### config.mk
export PLATFORM = sky130hd
export DESIGN_NAME = keypad_scan
export DESIGN_NICKNAME = d
export VERILOG_FILES = /design/src/rtl/keypad_pkg.sv /design/src/rtl/keypad_scan_timer.sv /design/src/rtl/keypad_scan.sv
export SDC_FILE = /design/constraint.sdc
export NUM_CORES = 1
export LEC_CHECK = 0
export BUFFER_PORTS_ARGS = -buffer_cell sky130_fd_sc_hd__buf_2
export CORE_UTILIZATION = 55
export DETAILED_ROUTE_END_ITERATION = 7
export PLACE_DENSITY = 0.75
export SYNTH_ARGS = -nofsm -noshare
export SYNTH_HDL_FRONTEND = slang
export SYNTH_SLANG_ARGS = --single-unit
export TNS_END_PERCENT = 50
### constraint.sdc
create_clock -name clk -period 8.6 [get_ports clk]
set_input_delay 1.72 -clock clk [delete_from_list [all_inputs] [get_ports clk]]
set_output_delay 1.72 -clock clk [all_outputs]
set_load 0.05 [all_outputs]
### src/rtl/keypad_pkg.sv
// Shared types and constants for the 4x4 keypad scanner: FSM states, frame
// classification and the row/column to key-code map.
package keypad_pkg;

    typedef enum logic [1:0] {
        StIdle,
        StDebounce,
        StHeld
    } state_e;

    typedef enum logic [1:0] {
        FrNone,
        FrSingle,
        FrMulti
    } frame_e;

    typedef struct packed {
        frame_e     kind;
        logic [3:0] idx;
    } frame_res_t;

    // Indexed {row, col}; rows 0..3 top to bottom, cols 0..3 left to right.
    localparam logic [3:0] KeyMap [16] = '{
        4'h1, 4'h2, 4'h3, 4'hA,
        4'h4, 4'h5, 4'h6, 4'hB,
        4'h7, 4'h8, 4'h9, 4'hC,
        4'hE, 4'h0, 4'hF, 4'hD
    };

    // Counts pressed keys in a frame (saturating at 2) and reports the
    // position of the pressed key when exactly one is down.
    function automatic frame_res_t classify(input logic [15:0] mat);
        frame_res_t res;
        logic [1:0] hits;
        res.idx = '0;
        hits    = '0;
        for (int i = 0; i < 16; i++) begin
            if (mat[i]) begin
                res.idx = 4'(i);
                if (hits != 2'd2) begin
                    hits = hits + 2'd1;
                end
            end
        end
        case (hits)
            2'd0:    res.kind = FrNone;
            2'd1:    res.kind = FrSingle;
            default: res.kind = FrMulti;
        endcase
        return res;
    endfunction

endpackage

### src/rtl/keypad_scan_timer.sv
// Column slot timer: counts SCAN_DIV cycles per slot and steps the active
// column index 0..3, flagging the last cycle of each slot and of each frame.
module scan_timer #(
    parameter int unsigned SCAN_DIV = 20000
) (
    input  logic       clk,
    input  logic       rst,
    output logic       slot_end,
    output logic       frame_end,
    output logic [1:0] col_idx
);
    import keypad_pkg::*;

    localparam int unsigned CntW = (SCAN_DIV > 1) ? $clog2(SCAN_DIV) : 1;

    logic [CntW-1:0] slot_cnt_q;
    logic [1:0]      col_idx_q;

    assign slot_end  = (slot_cnt_q == CntW'(SCAN_DIV - 1));
    assign frame_end = slot_end && (col_idx_q == 2'd3);
    assign col_idx   = col_idx_q;

    always_ff @(posedge clk) begin
        if (rst) begin
            slot_cnt_q <= '0;
            col_idx_q  <= 2'd0;
        end else if (slot_end) begin
            slot_cnt_q <= '0;
            col_idx_q  <= col_idx_q + 2'd1;
        end else begin
            slot_cnt_q <= slot_cnt_q + CntW'(1);
        end
    end

endmodule

### src/rtl/keypad_scan.sv
// 4x4 matrix keypad scanner and debouncer: drives one column low at a time,
// builds a per-frame key matrix and emits one key_en pulse per accepted press.
module keypad_scan #(
    parameter int unsigned SCAN_DIV        = 20000,
    parameter int unsigned DEBOUNCE_FRAMES = 4
) (
    input  logic       clk,
    input  logic       rst,
    input  logic [3:0] row,
    output logic [3:0] col,
    output logic       key_en,
    output logic [3:0] key_code,
    output logic       key_held
);
    import keypad_pkg::*;

    localparam int unsigned CntW = $clog2(DEBOUNCE_FRAMES + 1);

    logic [3:0]      row_meta_q;
    logic [3:0]      row_sync_q;
    logic [15:0]     matrix_q;
    logic [15:0]     frame_mat;
    logic [3:0]      col_q;
    logic            slot_end;
    logic            frame_end;
    logic [1:0]      col_idx;
    frame_res_t      frame_res;
    logic [3:0]      fr_code;
    state_e          state_q;
    logic [3:0]      cand_q;
    logic [CntW-1:0] cnt_q;
    logic [CntW-1:0] cnt_inc;
    logic            count_done;

    scan_timer #(
        .SCAN_DIV (SCAN_DIV)
    ) u_scan_timer (
        .clk       (clk),
        .rst       (rst),
        .slot_end  (slot_end),
        .frame_end (frame_end),
        .col_idx   (col_idx)
    );

    // Rows are asynchronous to clk; released (all ones) out of reset.
    always_ff @(posedge clk) begin
        if (rst) begin
            row_meta_q <= 4'hF;
            row_sync_q <= 4'hF;
        end else begin
            row_meta_q <= row;
            row_sync_q <= row_meta_q;
        end
    end

    // The column being sampled this cycle is merged in so the frame-end
    // classification sees all four columns without an extra cycle of delay.
    always_comb begin
        frame_mat = matrix_q;
        for (int r = 0; r < 4; r++) begin
            frame_mat[r * 4 + int'(col_idx)] = ~row_sync_q[r];
        end
    end

    always_ff @(posedge clk) begin
        if (rst) begin
            matrix_q <= '0;
            col_q    <= 4'b1110;
        end else if (slot_end) begin
            matrix_q <= frame_mat;
            col_q    <= ~(4'b0001 << (col_idx + 2'd1));
        end
    end

    assign col       = col_q;
    assign frame_res = classify(frame_mat);
    assign fr_code   = KeyMap[frame_res.idx];

    assign count_done = (cnt_q >= CntW'(DEBOUNCE_FRAMES - 1));
    assign cnt_inc    = (cnt_q == CntW'(DEBOUNCE_FRAMES)) ? cnt_q : cnt_q + CntW'(1);

    always_ff @(posedge clk) begin
        if (rst) begin
            state_q  <= StIdle;
            cand_q   <= '0;
            cnt_q    <= '0;
            key_en   <= 1'b0;
            key_code <= '0;
            key_held <= 1'b0;
        end else begin
            key_en <= 1'b0;
            if (frame_end) begin
                case (state_q)
                    StIdle: begin
                        if (frame_res.kind == FrSingle) begin
                            if (DEBOUNCE_FRAMES <= 1) begin
                                key_code <= fr_code;
                                key_en   <= 1'b1;
                                key_held <= 1'b1;
                                state_q  <= StHeld;
                                cnt_q    <= '0;
                            end else begin
                                cand_q  <= fr_code;
                                cnt_q   <= CntW'(1);
                                state_q <= StDebounce;
                            end
                        end
                    end
                    StDebounce: begin
                        if (frame_res.kind == FrSingle && fr_code == cand_q) begin
                            if (count_done) begin
                                key_code <= cand_q;
                                key_en   <= 1'b1;
                                key_held <= 1'b1;
                                state_q  <= StHeld;
                                cnt_q    <= '0;
                            end else begin
                                cnt_q <= cnt_inc;
                            end
                        end else begin
                            state_q <= StIdle;
                            cnt_q   <= '0;
                        end
                    end
                    StHeld: begin
                        // Any key activity restarts the release count; no repeat.
                        if (frame_res.kind == FrNone) begin
                            if (count_done) begin
                                state_q  <= StIdle;
                                cnt_q    <= '0;
                                key_held <= 1'b0;
                            end else begin
                                cnt_q <= cnt_inc;
                            end
                        end else begin
                            cnt_q <= '0;
                        end
                    end
                    default: begin
                        state_q <= StIdle;
                        cnt_q   <= '0;
                    end
                endcase
            end
        end
    end

endmodule

# After elaboration in Yosys (flattened, before gate mapping)
# Memories as Yosys holds them, arrays and structs flattened.
# Cells that the tools add are included.
[word_totals]
wordCells = 179
register_bits = 60
out_inout_bits = 10
ramBits = 0
memories = 1
latchBits = 0
mem_bits_ro = 64
[memory_table]
columns = ["name", "depth", "word_bits", "read_ports", "rd_ports_with_merged_regs", "wr", "line", "rtl"]
rows = [
  ["(no name shown)", 16, 4, 1, 0, 0, "keypad_scan.sv:77", "assign fr_code = KeyMap[frame_res.idx];"],
]
[op_classes]
order_cmp = 10
n_addsub = 21
n_bitwise = 9
reduce_logical = 17
mux = 79
eq_ne = 29
n_shift = 1
multipliers = 0
n_div = 0
[op_table]
columns = ["operator", "count"]
rows = [
  ["2-bit 2-to-1 mux", 35],
  ["16-bit bitwise mux", 4],
  ["4-bit 2-to-1 mux", 16],
  ["2-bit inequality test (second input constant)", 20],
  ["2-bit by 1-bit adder with 2-bit output (second input constant)", 16],
  ["15-bit by 1-bit adder with 15-bit output (second input constant)", 1],
  ["15-bit == test (second input constant)", 1],
  ["3-bit 2-to-1 mux", 5],
  ["1-bit demux with 4-bit select", 3],
  ["1-bit 2-to-1 mux", 11],
  ["4-bit by 2-bit adder with 5-bit output (first input constant)", 2],
  ["5-bit by 1-bit >= comparator with 1-bit output (second input constant)", 2],
  ["5-bit < comparator (second input constant)", 2],
  ["3-bit case mux with 3 select lines", 1],
  ["1-bit inverter", 7],
  ["2-bit by 1-bit == test with 1-bit output (second input constant)", 3],
  ["1-bit logical AND", 6],
  ["2-bit logical NOT", 3],
  ["2-bit case mux with 3 select lines", 1],
  ["6-bit AND reduction", 1],
  ["5-bit >= comparator (second input constant)", 1],
  ["2-bit by 5-bit < comparator with 1-bit output (second input constant)", 1],
  ["4-bit by 5-bit < comparator with 1-bit output (second input constant)", 1],
  ["4-bit inverter with 5-bit output", 1],
  ["21 further kinds", 22],
]

# Longest topological paths before layout
# Gate-level depths: netlist of the first run.
[depth]
depth_word = 60
depth_mapped = 37
ltp_nobuf = 33

# Cells and area by module
# Synthesis of the first run repeated with hierarchy kept, for this count alone.
[hier_totals]
cells_unflattened = 592
hier_area_um2 = 4835.9
[modules_own_cells]
columns = ["mod", "area_per_inst_um2", "cells_per_inst", "instances", "seq_area_each_um2"]
rows = [
  ["keypad_scan", 4023.9, 513, 1, 860.8],
  ["scan_timer", 812.0, 79, 1, 340.3],
]

# Worst setup path before layout of the first run
# No wires, ideal clock.
[synth_timing]
path_type = "register -> register"
startpoint = "register u_scan_timer.col_idx_q[1] (netlist: u_scan_timer.col_idx[1])"
endpoint = "register cand_q[1]"
path_buffers = 4
slack_ps = 1302
stages_incl_launch_ff = 34
arrival_time_ps = 7171
required_ps = 8472
synth_period_minus_slack_ps = 7298
setup_time_ps = 128
cell_sequence = "dfxtp_1 inv_1 ha_1 clkbuf_1 o21ai_0 ha_1 clkbuf_1 xnor2_1 a21oi_1 a211oi_1 a211oi_1 nand3_1 a311oi_2 nor2_2 and4_1 a2111o_1 buf_6 or3_4 a221o_1 and4_1 o31a_1 a311oi_2 nor3_1 ha_1 nor2_1 a21o_1 ha_1 nand2b_1 a21oi_1 nor2_1 or3_1 buf_2 mux2i_1 nor2_1"
[synth_between]
elab_chain_cells = 58
word_cells_on_any_way = 114
[synth_rtl]
columns = ["item", "line", "rtl"]
rows = [
  ["start: declaration", "keypad_scan_timer.sv:17", "logic [1:0] col_idx_q;"],
  ["start signal: assignment", "keypad_scan_timer.sv:29", "col_idx_q <= col_idx_q + 2'd1;"],
  ["3-bit by 2-bit adder with 4-bit output, or another cell as far along", "keypad_scan.sv:61", "frame_mat[r * 4 + int'(col_idx)] = ~row_sync_q[r];"],
  ["4-bit by 5-bit < comparator with 1-bit output (implied by the code), or another cell as far along", "keypad_scan.sv:61", ""],
  ["1-bit logical AND (implied by the code) or 1-bit 2-to-1 mux (tied branches)", "keypad_scan.sv:61", ""],
  ["1-bit 2-to-1 mux (implied by the code) or 1-bit demux with 2-bit select (tied branches)", "keypad_scan.sv:61", ""],
  ["1-bit demux with 4-bit select or 16-bit bitwise mux (tied branches)", "keypad_scan.sv:61", ""],
  ["16-bit bitwise mux (3 in series)", "keypad_scan.sv:61", ""],
  ["1-bit 2-to-1 mux", "keypad_pkg.sv:38", "if (mat[i]) begin"],
  ["2-bit by 1-bit adder with 2-bit output or 2-bit inequality test (tied branches)", "keypad_pkg.sv:41, keypad_pkg.sv:40", ""],
  ["[... 40 more ...]", "-", ""],
  ["2-bit 2-to-1 mux", "keypad_pkg.sv:38", ""],
  ["2-bit by 1-bit adder with 2-bit output or 2-bit inequality test (tied branches)", "keypad_pkg.sv:41, keypad_pkg.sv:40", ""],
  ["2-bit 2-to-1 mux", "keypad_pkg.sv:40", "if (hits != 2'd2) begin"],
  ["2-bit 2-to-1 mux", "keypad_pkg.sv:38", ""],
  ["2-bit by 1-bit == test with 1-bit output or 2-bit logical NOT (tied branches)", "keypad_pkg.sv:45", "case (hits)"],
  ["2-bit case mux with 2 select lines", "keypad_pkg.sv:45", ""],
  ["2-bit by 1-bit == test with 1-bit output", "keypad_scan.sv:95", "if (frame_res.kind == FrSingle) begin"],
  ["3-bit AND reduction (no source line)", "-", ""],
  ["end signal: assignment", "keypad_scan.sv:103", "cand_q <= fr_code;"],
  ["end: declaration", "keypad_scan.sv:30", "logic [3:0] cand_q;"],
]
# Several ways; a longest one is shown, not always the timed one. The select of a mux whose other input is x is not followed.
# A chain may end at the register's enable or synchronous reset.

# Final worst setup path of the first run
[layout_timing]
startpoint = "register u_scan_timer.col_idx_q[1] (netlist: u_scan_timer.col_idx[1])"
endpoint = "register cand_q[3]"
# The elaborated chain is that of the path after synthesis.

==> results.toml, run 1 <==
[timing]
hold_viol_final = 0
finalCritPeriodShare_pct = 92.7
worstMarginPinSlew_ns = 0.824
skew_ns = 0.00468
setup_viol = 0
fin_setup_tns_ns = 0
maxSlewViolCount = 0
slew-limit-headroom_pct = 45.1
fmax_mhz = 125
grt_setup_unrepaired = "no"
period_minus_slack_ns = 7.97

[drt]
vias_per_cell = 6.36
drtIter0Drc = 302
routed_wl_um = 11700
wire_per_inst_um = 15.9
postRouteAntennaNets = 0
drc_errors = 0
drtPass1Iterations = 5
vias = 4665

[power_and_ir_drop]
ir_drop_v = 0.000128
p_leak_nw = 1.87
pwr_density_cell_nw_per_um2 = 123

[clock_tree]
cts_setup_buffers = 0
clk_pin_slew_ns = 0.08
clock_latency_ns = 0.35
cts_root_buf = "clkbuf_8"
cts_tree = "built"
h-tree-depth = 3
cts_inserted_buffers = 9
cts.path.max_buffers = 2
cts_num_sinks = 60

[floorplan]
core-area_um2 = 8220
fp.dieW_um = 94.2
row_count = 33
fp.dieH_um = 94.2
initial_core_util_pct = 56.9
io_pins = 16
die-area_um2 = 8870

[global_route]
antenna_found_initial = 0
grt.total_usage_pct = 27.4
grt-ovfl-total = 0
grt_pass1_vias = 4192
grt_pass1_wl_um = 19500
grt_max_degree = 49

[finish]
final_nets = 648
drive_gt1_share_pct = 12.4
stdcell_count = 734
finish.utilization_pct = 60.0
antenna_cells = 0
syn2layout_area_growth_pct = 5.54

[setup_path]
path_delay_family = "compound AO/OA/AOI/OAI gates"
setup.worst_path.end_class = "flip-flop"
slowest_delay_ns = 0.57
rr_worst_depth = 30
cp_data_arrival_time_ns = 8.18
cp_num_buf_inv = 1
cp.required_ns = 8.81
cp-start-kind = "flip-flop"
cp_max_fo = 12
worst-path-stages = 30
path_class = "flip-flop to flip-flop"
slowest_stage = "or4_1"

[place]
dp_hpwl_um = 8590
dp_cells = 718
gp_congestion = 0.923
io_buffer_count = 15

[hold_path]
hold_class = "flip-flop to flip-flop"
min_path_cells = 1

[yosys]
ys_seq_area_share_pct = 25.7
netlist_area_um2 = 4670
ys_warn_count = 0
ys.flop_type = "dfxtp_1"
netlist_instances = 631
synth_cell_type_count = 79
synth_edf_count = 0
async_flop_share_pct = 0
synth_area_per_cell_um2 = 7.40
synth_nets = 655
synth_seq_cells = 60

[flow_run]
drv_cap = 0

[status]
status = "completed"
[cell usage in the layout (no fill, tap or decap), drive strengths merged, types with 3 or more instances in the layout]
cell and n:
a211oi 12, xnor2 13, and3 11, ha 18, and2 5, a221oi 6, clkinvlp 3, nor3b 4
dfxtp 60, nand4 9, a32oi 3, a221o 4, o22ai 3, o2111ai 3, a31oi 8, o31ai 4
or3 7, o221ai 3, nor2 107, mux2i 12, or4 4, nand2b 7, nand2 50, clkbuf 9
a311oi 4, xor2 10, buf 18, or2 15, o21ai 29, o211ai 11, nor3 21, a21o 14
a211o 5, a21oi 63, inv 17, nand3 25
[where the power goes]
| group | switching [mW] | internal [mW] |
|---|---|---|
| Combinational | 0.0538 | 0.0316 |
| Sequential | 0.00355 | 0.281 |
| Clock | 0.129 | 0.109 |
| Total | 0.186 | 0.421 |
[per-stage QoR]
| stage | instance area [um^2] | total power, mW | setup WS, ns | hold slack (ns) |
|---|---|---|---|---|
| 3_3_place_gp | 4730 | 0.372 | 0.666 | 0.392 |
| 3_5_place_dp | 4730 | 0.374 | 0.372 | 0.396 |
| 2_1_floorplan | 4670 | 0.358 | 1.30 | 0.389 |
| 5_1_grt | 4930 | 0.631 | 0.0693 | 0.441 |
| 6_report | 4930 | 0.607 | 0.630 | 0.419 |
| 4_1_cts | 4910 | 0.610 | 0.336 | 0.428 |
[cell type report]
class,instances,area (um^2)
Sequential cell,60,1200
Multi-Input combinational cell,521,3260
Inverter,14,52.6
Fill cell,765,3290
Clock inverter,7,60.1
Timing Repair Buffer,18,97.6
Clock buffer,9,124
Tap cell,105,131
[final timing paths]
path / slack [ns] / end / from
worst max-delay path: 0.63 / cand_q[3]$_SDFFE_PP0P_ / u_scan_timer.col_idx[1]$_SDFFE_PP0N_
worst min-delay path: 0.42 / row_sync_q[3]$_SDFF_PP1_ / row_meta_q[3]$_SDFF_PP1_
worst max register to register: 0.63 / cand_q[3]$_SDFFE_PP0P_ / u_scan_timer.col_idx[1]$_SDFFE_PP0N_
worst min register to register: 0.42 / row_sync_q[3]$_SDFF_PP1_ / row_meta_q[3]$_SDFF_PP1_
[synthesized netlist by cell type, types with 4 or more instances]
library cell	instances	area, um^2
o21ai_0	26	130
nor3_1	20	100
and3_1	11	68.8
o211ai_1	8	60.1
nand2b_1	7	43.8
nor2_1	105	394
xor2_1	10	87.6
xnor2_1	13	114
or3_1	6	37.5
dfxtp_1	60	1200
a221o_1	4	40.0
or2_2	12	75.1
clkbuf_1	22	82.6
a21o_1	14	105
mux2i_1	12	120
a211oi_1	12	90.1
nand3_1	24	120
nand4_1	9	56.3
nand2_1	50	188
a31oi_1	8	50.1
a21oi_1	60	300
inv_1	14	52.6
and2_1	4	25.0
ha_1	18	225
a211o_1	5	43.8
nor3b_1	4	30.0
buf_2	5	25.0
[routing by layer]
| metal | share of wire, % | routed length [um] | global-route usage [%] |
|---|---|---|---|
| met5 | 0 | 0 | 0 |
| met4 | 2.0 | 233 | 11.2 |
| met3 | 5.2 | 603 | 4.37 |
| met2 | 47 | 5480 | 43.7 |
| met1 | 46 | 5390 | 36.4 |
[flip-flops by register name, summed over array words and instances, names as in the netlist]
register                 flops
key_en                       1
u_scan_timer.col_idx         2
row_sync_q                   4
u_scan_timer.slot_cnt_q     15
key_code                     4
cand_q                       4
row_meta_q                   4
matrix_q                    16
state_q                      2
col                          4
key_held                     1
cnt_q                        3
[worst register-to-register path, delay by kind of cell (launching register included)]
kind	cells	cell delay, ns
compound gates	10	3.03
simple gates	14	2.73
fa+ha+maj	4	1.38
flops	1	0.34
mux	1	0.23
buf+inv	1	0.10
[repair_timing]
| item | 4_1_cts | 5_1_grt |
|---|---|---|
| hold buffers | 0 | 0 |
| endpoints found under the setup margin | 0 | 15 |
| gates resized for setup | 0 | 6 |
[cells by family (layout without fill, tap and decap cells)]
logic type,count (synthesis),after routing,share of synthesized area (%)
DFF,60,60,25.7
AOI/OAI and AO/OA,193,193,29.3
buffers and inverters,50,48,4.77
muxes,12,12,2.57
and+or+nand+nor,275,275,28.5
xor gates and xnor gates,23,23,4.31
adders and majority gates,18,18,4.82
(Power assumes the default switching activity.)
==> inputs of run 2 (changes only) <==
--- a/config.mk
+++ b/config.mk
@@ -11,5 +11,6 @@
 export PLACE_DENSITY = 0.75
 export SYNTH_ARGS = -nofsm -noshare
 export SYNTH_HDL_FRONTEND = slang
+export SYNTH_HIERARCHICAL = 1
 export SYNTH_SLANG_ARGS = --single-unit
 export TNS_END_PERCENT = 50
==> run 2 against run 1 <==
  * Core utilization is 0.88 points higher
  * Worst hold slack got worse by 0.013 ns
  * First-iteration DRC count is 1.3% higher
  * Synthesized cell count shrank 6.2%
  * Non-clock buffer count is 1 lower
  * Worst setup slack improved by 0.070 ns
  * Flip-flop and latch count unchanged
  * Design area rose by 3.5%
  * Final cell count decreased by 5.3%
  * Sequential power hardly changed
  * Critical path type unchanged
==> results.toml, run 2 <==
[floorplan]
row_count = 33
fp.dieH_um = 95.8
fp.dieW_um = 95.8
io_pins = 16
initial_core_util_pct = 57.7
die-area_um2 = 9170
core-area_um2 = 8380

[drt]
routed_wl_um = 10900
vias_per_cell = 6.25
wire_per_inst_um = 15.7
drtIter0Drc = 306
drtPass1Iterations = 4
vias = 4345
drc_errors = 0
postRouteAntennaNets = 0

[status]
status = "completed"

[yosys]
synth_edf_count = 0
synth_seq_cells = 60
async_flop_share_pct = 0
synth_adder_area_share_pct = 3.62
synth_area_per_cell_um2 = 8.17
synth.top_cells.by_count = "nor2_1, dfxtp_1, nand2_1, a21oi_1, xor2_1"
netlist.area_leader.share_pct = 24.8
yosysMostFrequentCell = "nor2_1"
ys_warn_count = 6
synth_compound_area_share_pct = 29.4
synthMuxAreaShare_pct = 4.86
synthSimpleGateAreaFrac_pct = 25.0
ys.flop_type = "dfxtp_1"
synth_nets = 612
netlist_instances = 592
ys_seq_area_share_pct = 24.8
synth.area.top_cells = "dfxtp_1, nor2_1, xor2_1"
synth_top_area_cell = "dfxtp_1"
synth-xor-area-share_pct = 7.48
synth_top_family_by_area = "compound AO/OA/AOI/OAI gates"
netlist_area_um2 = 4840
synth_cell_type_count = 94

[finish]
regArea_um2 = 1200
multiInputGateArea_um2 = 3440
drive_gt1_share_pct = 16.6
largest_register_ffs = 16
syn2layout_area_growth_pct = 5.54
fill_cells = 745
final_nets = 607
antenna_cells = 0
final_common_cell = "nor2_1"
final_cell_mix = "nor2_1, dfxtp_1, nand2_1, a21oi_1, xor2_1"
fin_area_um2 = 5100
largest_register = "matrix_q"
reg_top3 = "matrix_q x16, u_scan_timer/slot_cnt_q x15"

[timing]
layout_setup_ws_ns = 0.699
worstMarginPinSlew_ns = 1.10
maxSlewViolCount = 0
fin_setup_tns_ns = 0
grt_setup_unrepaired = "no"
setup_viol = 0
skew_ns = 0.00438
hold_slack_ns = 0.406
finalCritPeriodShare_pct = 91.9
period_minus_slack_ns = 7.90
hold_viol_final = 0
fmax_mhz = 127
slew-limit-headroom_pct = 26.6

[setup_path]
cp.required_ns = 8.77
cp_max_fo = 16
slowest_delay_ns = 0.65
cp-start-kind = "flip-flop"
path_class = "flip-flop to flip-flop"
setup.worst_path.end_class = "flip-flop"
cp_data_arrival_time_ns = 8.08
cpMostUsedCell = "nor2_1"
slowest_stage = "nor4_1"

[power_and_ir_drop]
ir_drop_v = 0.000160
total_power_mw = 0.593
p_leak_nw = 1.84
pwr_density_cell_nw_per_um2 = 116

[clock_tree]
cts.path.max_buffers = 2
cts_inserted_buffers = 9
cts_tree = "built"
cts_num_sinks = 60
h-tree-depth = 3
clk_pin_slew_ns = 0.06
clock_latency_ns = 0.33
cts_root_buf = "clkbuf_8"

[hold_path]
hold_class = "flip-flop to flip-flop"

[global_route]
use_met2_pct = 41.6
use_met1_pct = 32.6
grt.met3_usage_pct = 3.00
grt.total_usage_pct = 24.9
antenna_found_initial = 0
grt_busiest_layer = "met2"
grt_max_degree = 49
grt_pass1_wl_um = 18300
grt_pass1_vias = 4004
grt-ovfl-total = 0

[place]
dp_hpwl_um = 8050
gp_congestion = 0.980
io_buffer_count = 15
placed_cell_area_um2 = 4890
pre_cts_ws_ns = 0.294

[flow_run]
drv_cap = 0
-- run 2: cell count changes after synthesis, sizes merged, moves of 8 or more --
| cell | change |
|---|---|
| nand3 | -8 |
| a211oi | +8 |
| xor2 | +13 |
| nor2 | -16 |
| a21oi | -36 |
| and3 | -8 |
| o21a | +8 |
| nand2 | -14 |
-- run 2: repair_timing --
| action | in CTS | in global routing |
|---|---|---|
| hold buffers | 0 | 0 |
| resized for setup | 0 | 9 |
| setup buffers | 0 | 0 |
| setup endpoints to repair | 0 | 15 |
-- run 2: critical path: cells and delay by family (launching register included) --
| kind | cells | cell delay [ns] |
|---|---|---|
| compound gates | 11 | 2.60 |
| simple gates | 9 | 2.59 |
| mux | 3 | 0.78 |
| fa+ha+maj | 2 | 0.73 |
| flops | 1 | 0.50 |
| xor+xnor | 2 | 0.42 |
| buf+inv | 1 | 0.12 |
-- run 2: cells by family after synthesis --
kind of cell | count (synthesis)
AOI/OAI and AO/OA | 185
xor gates and xnor gates | 37
adders and majority gates | 14
buffers and inverters | 51
DFF | 60
muxes | 22
and+or+nand+nor | 223
-- run 2: layer usage --
layer  wire length, um  share of wire (%)
met5                 0                  0
met3               372                3.4
met1              5060                 46
met4               228                2.1
met2              5240                 48
-- run 2: area by class of cell --
type,count,area share [%]
tap,105,2.57
sequential,60,23.6
timing repair buffer,17,1.77
clock inverter,2,0.196
clock buffer,12,3.24
inverter,18,1.32
multi-input combinational,481,67.3
-- run 2: through the flow --
step | util (%) | std cells
after floorplan | - | 592
after global placement | 58.4 | 681
after detailed placement | 58.4 | 681
after CTS | 60.5 | 695
after global routing | 60.9 | 695
final | 60.9 | 695
-- run 2: path summary, 6_finish.rpt --
check                                                     startpoint                        to  slack [ns]  cells past startpoint
worst max-delay path            u_scan_timer/col_idx[1]$_SDFFE_PP0N_    cand_q[3]$_SDFFE_PP0P_        0.70                     28
worst max register to register  u_scan_timer/col_idx[1]$_SDFFE_PP0N_    cand_q[3]$_SDFFE_PP0P_        0.70                     28
worst min-delay path                        row_meta_q[1]$_SDFF_PP1_  row_sync_q[1]$_SDFF_PP1_        0.41                      1
worst min register to register              row_meta_q[1]$_SDFF_PP1_  row_sync_q[1]$_SDFF_PP1_        0.41                      1
-- run 2: power breakdown --
group          internal [mW]  switching (mW)
clock                  0.124          0.0979
sequential             0.281         0.00365
combinational         0.0334          0.0530
==> inputs of run 3 (changes only) <==
--- a/config.mk
+++ b/config.mk
@@ -8,7 +8,7 @@
 export BUFFER_PORTS_ARGS = -buffer_cell sky130_fd_sc_hd__buf_2
 export CORE_UTILIZATION = 55
 export DETAILED_ROUTE_END_ITERATION = 7
-export PLACE_DENSITY = 0.75
+export PLACE_DENSITY = 0.78
 export SYNTH_ARGS = -nofsm -noshare
 export SYNTH_HDL_FRONTEND = slang
 export SYNTH_HIERARCHICAL = 1
==> constraint.sdc (replaced) <==
create_clock -name clk -period 6.7 [get_ports clk]
set_input_delay 1.34 -clock clk [delete_from_list [all_inputs] [get_ports clk]]
set_output_delay 1.34 -clock clk [all_outputs]
set_load 0.05 [all_outputs]
==> run 3 against run 2 <==
  * The run now ends with negative setup slack left
  * Clock power increased by 55%
  * Sequential power increased by 28%
  * Flip-flop and latch count unchanged
  * Final cell count increased by 7.5%
  * Worst hold slack improved by 0.012 ns
  * Clock skew increased by 0.0028 ns
  * Total power increased by 46%
  * Fmax increased by 14%
  * Largest cell class unchanged
==> results.toml, run 3 (synthesis gave the netlist of run 2 again) <==
[status]
status = "finished with violations"
violations = "negative setup slack"

[power_and_ir_drop]
swShare_pct = 28.8
switching_power_mw = 0.250
pwr_density_cell_nw_per_um2 = 147
p_comb_share_pct = 18.3
p_int_mw = 0.617
p_clk_share_pct = 39.6
p_leak_nw = 2.15
seq_power_share_pct = 42.1
ir_drop_v = 0.000182
total_power_mw = 0.866

[place]
dp_cells = 710
pre_cts_ws_ns = -0.182
gp_congestion = 0.963
io_buffer_count = 15
dp_hpwl_um = 8680

[setup_path]
setup.worst_path.end_class = "flip-flop"
cp_max_fo = 6
slowest_stage = "mux4_2"
rr_worst_depth = 31
cp.required_ns = 6.96
slowest_delay_ns = 0.51
cp-start-kind = "flip-flop"
path_class = "flip-flop to flip-flop"
cp_data_arrival_time_ns = 7.21

[timing]
hold_slack_ns = 0.419
setup_viol = 15
grt_setup_unrepaired = "yes"
period_minus_slack_ns = 6.96
fmax_mhz = 144
fin_setup_tns_ns = -2.50
maxSlewViolCount = 0
finalCritPeriodShare_pct = 104
skew_ns = 0.00716
layout_setup_ws_ns = -0.258
slew-limit-headroom_pct = 42.8
worstMarginPinSlew_ns = 0.849
hold_viol_final = 0

[global_route]
grt.total_usage_pct = 27.5
grt-ovfl-total = 0
antenna_found_initial = 0
grt_pass1_wl_um = 20000
grt_max_degree = 49
grt_pass1_vias = 4207

[clock_tree]
cts_num_sinks = 60
clock_latency_ns = 0.35
cts_inserted_buffers = 9
cts.path.max_buffers = 2
postCtsHoldBufs = 0
h-tree-depth = 3
cts_root_buf = "clkbuf_8"
clk_pin_slew_ns = 0.07
cts_tree = "built"

[finish]
final_common_cell = "nor2_1"
final_nets = 657
largest_register = "matrix_q"
reg_top3 = "matrix_q x16, u_scan_timer/slot_cnt_q x15"
largest_register_ffs = 16
stdcell_count = 747
drive_gt1_share_pct = 29.9
final_cell_mix = "nor2_1, dfxtp_1, buf_4, nand2_1"
antenna_cells = 0
syn2layout_area_growth_pct = 21.7

[drt]
vias = 4792
drtIter0Drc = 371
drtPass1Iterations = 5
drc_errors = 0
vias_per_cell = 6.41
postRouteAntennaNets = 0
routed_wl_um = 13300
wire_per_inst_um = 17.8

[floorplan]
die-area_um2 = 9170
io_pins = 16
fp.dieH_um = 95.8
initial_core_util_pct = 57.7
fp.dieW_um = 95.8
core-area_um2 = 8380
row_count = 33

[flow_run]
drv_cap = 0

[hold_path]
hold_class = "flip-flop to flip-flop"
min_path_cells = 1
==> run 3: cell types whose count changed in the layout (fill, tap and decap cells not counted), moves of 3 or more <==
cell and delta:
o221ai_1 -3, nor3b_1 -4, buf_6 +4, buf_4 +44
nor2_1 -3, ha_4 +3, o21ai_0 -3, nand2_1 -3
ha_1 -4, nor4_1 -3
==> run 3: final cells by class <==
type | instances | area (um^2)
fill | 591 | 2500
inverter | 18 | 67.6
clock inverter | 6 | 71.3
tap | 105 | 131
clock buffer | 10 | 138
multi-input combinational | 481 | 3760
sequential | 60 | 1210
timing repair buffer | 67 | 505
==> run 3: per-layer routing <==
metal	global-route usage, %	routed length, um
met2	45.5	6440
met3	3.48	595
met4	8.46	315
met5	0	0
met1	37.3	5950
==> run 3: final timing paths <==
kind,from,endpoint,slack [ns]
worst max register to register,u_scan_timer/col_idx[1]$_SDFFE_PP0N_,state_q[1]$_SDFFE_PP0P_,-0.26
worst min register to register,row_meta_q[1]$_SDFF_PP1_,row_sync_q[1]$_SDFF_PP1_,0.42
worst min-delay path,row_meta_q[1]$_SDFF_PP1_,row_sync_q[1]$_SDFF_PP1_,0.42
worst max-delay path,u_scan_timer/col_idx[1]$_SDFFE_PP0N_,state_q[1]$_SDFFE_PP0P_,-0.26
==> run 3: power groups by stage <==
| stage | sequential, mW | combinational, mW | clock, mW |
|---|---|---|---|
| after floorplan | 0.370 | 0.0988 | 0 |
| after global placement | 0.372 | 0.123 | 0 |
| after detailed placement | 0.373 | 0.126 | 0 |
| after CTS | 0.365 | 0.130 | 0.342 |
| after global routing | 0.365 | 0.169 | 0.357 |
| final | 0.364 | 0.159 | 0.343 |
==> run 3: critical path: cells and delay by family, from the launching register on <==
family          cells  cell delay [ns]
buf+inv             5             0.80
fa+ha+maj           2             0.50
flops               1             0.33
compound gates     17             3.18
simple gates        4             1.02
mux                 1             0.51
xor+xnor            2             0.51
==> run 3: what timing repair did <==
| item | 4_1_cts | 5_1_grt |
|---|---|---|
| pin swaps | 10 | 30 |
| setup buffers | 2 | 19 |
| setup endpoints to repair | 12 | 15 |
| resized for setup | 11 | 41 |
==> run 3: per-stage QoR <==
| stage | util [%] | instance area (um^2) |
|---|---|---|
| after floorplan | - | 4980 |
| after global placement | 62.6 | 5250 |
| after detailed placement | 62.6 | 5250 |
| after CTS | 65.7 | 5510 |
| after global routing | 70.2 | 5880 |
| final | 70.2 | 5880 |
